==> src/rtl/clap_pkg.sv <==
// Constants and helpers shared by the clap energy front end and the clap detector.
package clap_pkg;

  localparam int ADC_SAMPLE_WIDTH = 12;
  localparam int ADC_MIDPOINT     = 2048;
  localparam int ENERGY_WIDTH     = 16;

  // Bits needed to count 0..value-1, never less than one.
  function automatic int clogb2(input int value);
    int result;
    result = 1;
    while ((1 << result) < value) result++;
    return result;
  endfunction

endpackage

==> src/rtl/sample_magnitude.sv <==
// Removes the ADC DC offset, takes the absolute value and registers it with
// its valid flag.
module sample_magnitude #(
  parameter int SAMPLE_WIDTH  = clap_pkg::ADC_SAMPLE_WIDTH,
  parameter int SAMPLE_OFFSET = clap_pkg::ADC_MIDPOINT
) (
  input  logic                    clock,
  input  logic                    counters_nreset,
  input  logic [SAMPLE_WIDTH-1:0] sample_data,
  input  logic                    sample_valid,
  output logic [SAMPLE_WIDTH:0]   mag_data,
  output logic                    mag_valid
);

  localparam logic signed [SAMPLE_WIDTH:0] OFFSET = (SAMPLE_WIDTH+1)'(SAMPLE_OFFSET);

  logic signed [SAMPLE_WIDTH:0] centered;
  logic        [SAMPLE_WIDTH:0] mag;

  // One extra bit keeps the full-scale negative excursion (e.g. 0 -> 2048) exact.
  assign centered = $signed({1'b0, sample_data}) - OFFSET;
  assign mag      = centered[SAMPLE_WIDTH] ? $unsigned(-centered) : $unsigned(centered);

  always_ff @(posedge clock or negedge counters_nreset) begin
    if (!counters_nreset) begin
      mag_data  <= '0;
      mag_valid <= 1'b0;
    end else begin
      mag_valid <= sample_valid;
      if (sample_valid) mag_data <= mag;
    end
  end

endmodule

==> src/rtl/clap_energy_window.sv <==
// Windowed mean-magnitude energy of the microphone stream, delivered to the
// clap detector over valid/ready with a saturating count of overwritten results.
module clap_energy_window #(
  parameter int SAMPLE_WIDTH  = clap_pkg::ADC_SAMPLE_WIDTH,
  parameter int SAMPLE_OFFSET = clap_pkg::ADC_MIDPOINT,
  parameter int WINDOW_LOG2   = 4,
  parameter int ENERGY_WIDTH  = clap_pkg::ENERGY_WIDTH,
  parameter int DROP_WIDTH    = 8
) (
  input  logic                    clock,
  input  logic                    counters_nreset,
  input  logic [SAMPLE_WIDTH-1:0] sample_data,
  input  logic                    sample_valid,
  output logic                    sample_ready,
  output logic [ENERGY_WIDTH-1:0] energy_data,
  output logic                    energy_valid,
  input  logic                    energy_ready,
  output logic [DROP_WIDTH-1:0]   drop_count
);

  import clap_pkg::*;

  localparam int WINDOW    = 1 << WINDOW_LOG2;
  localparam int CNT_WIDTH = clogb2(WINDOW);
  localparam int ACC_WIDTH = SAMPLE_WIDTH + 1 + WINDOW_LOG2;
  localparam int WIDE      = (ACC_WIDTH > ENERGY_WIDTH) ? ACC_WIDTH : ENERGY_WIDTH + 1;
  localparam logic [CNT_WIDTH-1:0] LAST      = CNT_WIDTH'(WINDOW - 1);
  localparam logic [WIDE-1:0]      SAT_LIMIT = WIDE'({ENERGY_WIDTH{1'b1}});

  logic [SAMPLE_WIDTH:0]   mag_data;
  logic                    mag_valid;
  logic [ACC_WIDTH-1:0]    acc;
  logic [ACC_WIDTH-1:0]    sum;
  logic [CNT_WIDTH-1:0]    count;
  logic [WIDE-1:0]         mean;
  logic [ENERGY_WIDTH-1:0] energy_next;
  logic                    window_done;

  assign sample_ready = 1'b1;

  sample_magnitude #(
    .SAMPLE_WIDTH (SAMPLE_WIDTH),
    .SAMPLE_OFFSET(SAMPLE_OFFSET)
  ) u_sample_magnitude (
    .clock          (clock),
    .counters_nreset(counters_nreset),
    .sample_data    (sample_data),
    .sample_valid   (sample_valid),
    .mag_data       (mag_data),
    .mag_valid      (mag_valid)
  );

  assign sum         = acc + ACC_WIDTH'(mag_data);
  assign window_done = mag_valid && (count == LAST);
  assign mean        = WIDE'(sum >> WINDOW_LOG2);
  assign energy_next = (mean > SAT_LIMIT) ? '1 : mean[ENERGY_WIDTH-1:0];

  always_ff @(posedge clock or negedge counters_nreset) begin
    if (!counters_nreset) begin
      acc   <= '0;
      count <= '0;
    end else if (mag_valid) begin
      if (window_done) begin
        acc   <= '0;
        count <= '0;
      end else begin
        acc   <= sum;
        count <= count + CNT_WIDTH'(1);
      end
    end
  end

  // A fresh result always wins; it is only a drop if the held one was not taken.
  always_ff @(posedge clock or negedge counters_nreset) begin
    if (!counters_nreset) begin
      energy_data  <= '0;
      energy_valid <= 1'b0;
      drop_count   <= '0;
    end else if (window_done) begin
      energy_data  <= energy_next;
      energy_valid <= 1'b1;
      if (energy_valid && !energy_ready && (drop_count != '1))
        drop_count <= drop_count + DROP_WIDTH'(1);
    end else if (energy_valid && energy_ready) begin
      energy_valid <= 1'b0;
    end
  end

endmodule
==> config.mk <==
export PLATFORM = sky130hd
export DESIGN_NAME = clap_energy_window
export DESIGN_NICKNAME = d
export VERILOG_FILES = /design/src/rtl/clap_pkg.sv /design/src/rtl/sample_magnitude.sv /design/src/rtl/clap_energy_window.sv
export SDC_FILE = /design/constraint.sdc
export NUM_CORES = 1
export LEC_CHECK = 0
export ABC_AREA = 1
export BUFFER_PORTS_ARGS = -buffer_cell sky130_fd_sc_hd__clkbuf_2
export CELL_PAD_IN_SITES_DETAIL_PLACEMENT = 0
export CELL_PAD_IN_SITES_GLOBAL_PLACEMENT = 2
export CORE_MARGIN = 3
export CORE_UTILIZATION = 36
export CTS_CLUSTER_DIAMETER = 50
export CTS_CLUSTER_SIZE = 14
export DETAILED_ROUTE_END_ITERATION = 8
export PLACE_DENSITY_LB_ADDON = 0.1
export SLEW_MARGIN = 40
export SYNTH_ARGS = -nofsm -noshare
export SYNTH_HDL_FRONTEND = slang
export SYNTH_SLANG_ARGS = --single-unit
export TNS_END_PERCENT = 10
==> constraint.sdc <==
create_clock -name clock -period 4.68 [get_ports clock]
set_input_delay 0.936 -clock clock [delete_from_list [all_inputs] [get_ports clock]]
set_output_delay 0.936 -clock clock [all_outputs]
set_load 0.02 [all_outputs]
==> metrics.csv <==
stage,metric,value,unit
status,run status,finished clean,
clocking,clk slew on worst S/H paths,0.07,ns
logic_synthesis,cell area after synthesis,3460,sq um
clocking,CTS tree,yes,
detailed_routing,drt drc,0,
logic_synthesis,Synth area leader,dfrtp_1,
floorplan,Initial Utilization,37.3,%
global_route,vias in the first global route,3024,
sta,Slew HR,52.2,%
detailed_routing,DRT antenna net count,0,
clocking,H-tree depth,3,
global_route,grt met2 use,27.6,%
clocking,Max Buffers Root-to-Sink,2,
worst_setup_path,startpoint types,flip-flop,
logic_synthesis,Yosys cell types,31,
floorplan,die area,10800,sq um
logic_synthesis,share of the synthesized area in the top cell type,41.2,%
worst_setup_path,Worst Path Arrival,2.22,ns
logic_synthesis,Gate Count Post-Synth,479,
sta,unrepaired setup endpoints after global routing,no,
hold_path,Hold/Removal Path Class,reg2reg,
sta,crit path time final,1.95,ns
floorplan,die height,104,um
power_and_ir_drop,maximum vdd drop,0.224,mV
layout,nets,552,
global_route,GR Util All Layers,16.9,%
worst_setup_path,CP max FO,19,
sta,Slew @ Worst Pin,0.717,ns
detailed_routing,final WL,8450,um
floorplan,IO Count,42,
clocking,Sink Count,57,
clocking,"Clk Latency, worst-skew pair",0.33,ns
clocking,cts hold-fix bufs,0,
sta,Clock Skew,0.00962,ns
placement,IO buf count,37,
floorplan,Placeable Area,9280,sq um
floorplan,Die X,104,um
power_and_ir_drop,Pwr per Cell Area,520,nW/um^2
logic_synthesis,synth top area cells,"dfrtp_1 (41%), nand2_1 (20%), inv_1 (7.2%)",
worst_setup_path,flop2flop setup slack,2.73,ns
global_route,first-pass GRT wire length,14700,um
floorplan,FP Rows,35,
global_route,GRT overflow,0,
placement,HPWL after DPL,6380,um
clocking,Resized Gates After CTS,0,
sta,Fin. Hold Viols,0,
detailed_routing,vias per cell,4.62,
power_and_ir_drop,Pleak,2.29,nW
flow_run,number of max-cap violations,0,
detailed_routing,via count,3010,
global_route,grt met1 use,22.3,%
sta,Peak Freq,0.513,GHz
layout,# diodes,0,
sta,max-slew violations,0,
layout,fin util,42.7,%
layout,share of layout cells above drive strength 1,13.2,%
detailed_routing,DR iter-0 viols,109,
logic_synthesis,synthesized area per cell,7.22,sq um
worst_setup_path,WP data required,4.95,ns
clocking,# Post-CTS Setup Buffers,0,
logic_synthesis,#FFs+latches synth,57,
global_route,largest net degree at the start of global routing,30,
worst_setup_path,WS Path Type,reg2reg,
layout,synthesis-to-finish area growth,14.7,%
global_route,GRT met3 Usage,3.04,%
detailed_routing,DRT Pass-1 Iters,4,
global_route,antenna violations before repair,0,
detailed_routing,drt wl/cell,13.0,um
global_route,GRT Max-Usage Layer,met2,
logic_synthesis,Ys Warns,0,
placement,routability cong.,0.802,
clocking,CTS Buf Count,9,
sta,period utilisation layout,41.7,%
worst_setup_path,Setup crit end kind,flip-flop,
sta,final setup fails,0,
clocking,Root Buffer,clkbuf_8,
sta,TNS Setup,0,ns
logic_synthesis,sequential area share after synthesis,41.2,%
-- per-stage QoR --
stage	instances	area, sq um	hold WS, ns	setup slack [ns]	power [mW]
after detailed placement	637	3750	0.471	2.53	1.58
final	652	3970	0.483	2.73	2.06
after global placement	637	3750	0.468	2.56	1.57
after floorplan	481	3470	0.453	2.73	1.34
after CTS	652	3970	0.489	2.67	2.09
after global routing	652	3970	0.512	2.48	2.26
-- critical path, cell delays in order, from the launching register on --
cell and delay (ns):
dfrtp_1 0.44, inv_2 0.35, nor3_4 0.06, nand2_2 0.31, nand2_1 0.17, inv_2 0.32, nand3_1 0.16, nand2_1 0.08
-- registers in the layout (all words and copies together) (netlist names) --
signal                        count
energy_data                      13
drop_count                        8
count                             4
acc                              17
u_sample_magnitude.mag_data      13
u_sample_magnitude.mag_valid      1
energy_valid                      1
-- final timing paths --
kind / depth (start not counted) / end / startpoint
hold reg to reg: 2 / energy_data[4] / energy_data[4]
hold / removal: 2 / energy_data[4] / energy_data[4]
setup reg to reg: 7 / acc[9] / u_sample_magnitude.mag_valid
setup / recovery: 7 / acc[9] / u_sample_magnitude.mag_valid
min in group asynchronous: 1 / acc[11] / counters_nreset
max in group asynchronous: 2 / energy_data[0] / counters_nreset
-- per-layer routing --
metal	vias up	part of all wire, %
li1	1574	-
met1	1407	48
met2	20	49
met3	9	1.6
met4	0	1.4
met5	-	0
-- cell usage in the layout, fill, tap and decap left out, types with 2 or more instances in the layout --
| master | count |
|---|---|
| a21oi_1 | 10 |
| a22o_1 | 2 |
| clkbuf_2 | 36 |
| clkbuf_8 | 13 |
| conb_1 | 4 |
| dfrtp_1 | 57 |
| ha_1 | 16 |
| inv_1 | 66 |
| inv_2 | 2 |
| nand2_1 | 183 |
| nand3_1 | 44 |
| nand3b_1 | 4 |
| nand4_1 | 5 |
| nor2_1 | 23 |
| nor2_2 | 3 |
| nor3_1 | 7 |
| o21ai_0 | 13 |
| o22ai_1 | 2 |
| or2_2 | 7 |
| xnor2_1 | 2 |
| xor2_1 | 11 |
-- cells by family (layout without fill, tap and decap cells) --
group / Yosys count / in the layout / synth area share [%]
AND/OR/NAND/NOR: 281 / 281 / 34.8
buffers and inverters: 79 / 121 / 9.33
flip-flops: 57 / 57 / 41.2
AO/OA/AOI/OAI: 30 / 30 / 4.74
adder cells (fa/ha/maj): 17 / 17 / 6.37
XOR/XNOR: 13 / 13 / 3.29
other: 2 / 4 / 0.217
-- Yosys cell counts, drive strengths merged --
master  instances
nand2         185
inv            68
dfrtp          57
nand3          44
nor2           27
ha             16
o21ai          14
xor2           11
a21oi          10
nor3            8
or2             7
buf             6
clkbuf          5
nand4           5
nand3b          4
a22o            2
conb            2
o22ai           2
xnor2           2
a21o            1
a31oi           1
and2            1
fa              1
-- final cells by class --
| type | count | area, sq um |
|---|---|---|
| well taps | 129 | 161 |
| clock inverters | 2 | 35.0 |
| flip-flops and latches | 57 | 1430 |
| clock buffers | 13 | 179 |
| repair buffers | 38 | 193 |
| fillers | 1019 | 5320 |
| multi-input cells | 345 | 1720 |
| inverters | 68 | 255 |
-- power breakdown --
| part | leakage, nW | switching, mW | internal [mW] |
|---|---|---|---|
| clock network | 0.112 | 0.203 | 0.301 |
| registers | 0.720 | 0.0901 | 0.625 |
| logic | 1.46 | 0.544 | 0.299 |
| total | 2.29 | 0.837 | 1.23 |
Power figures use the tool's default switching activity.
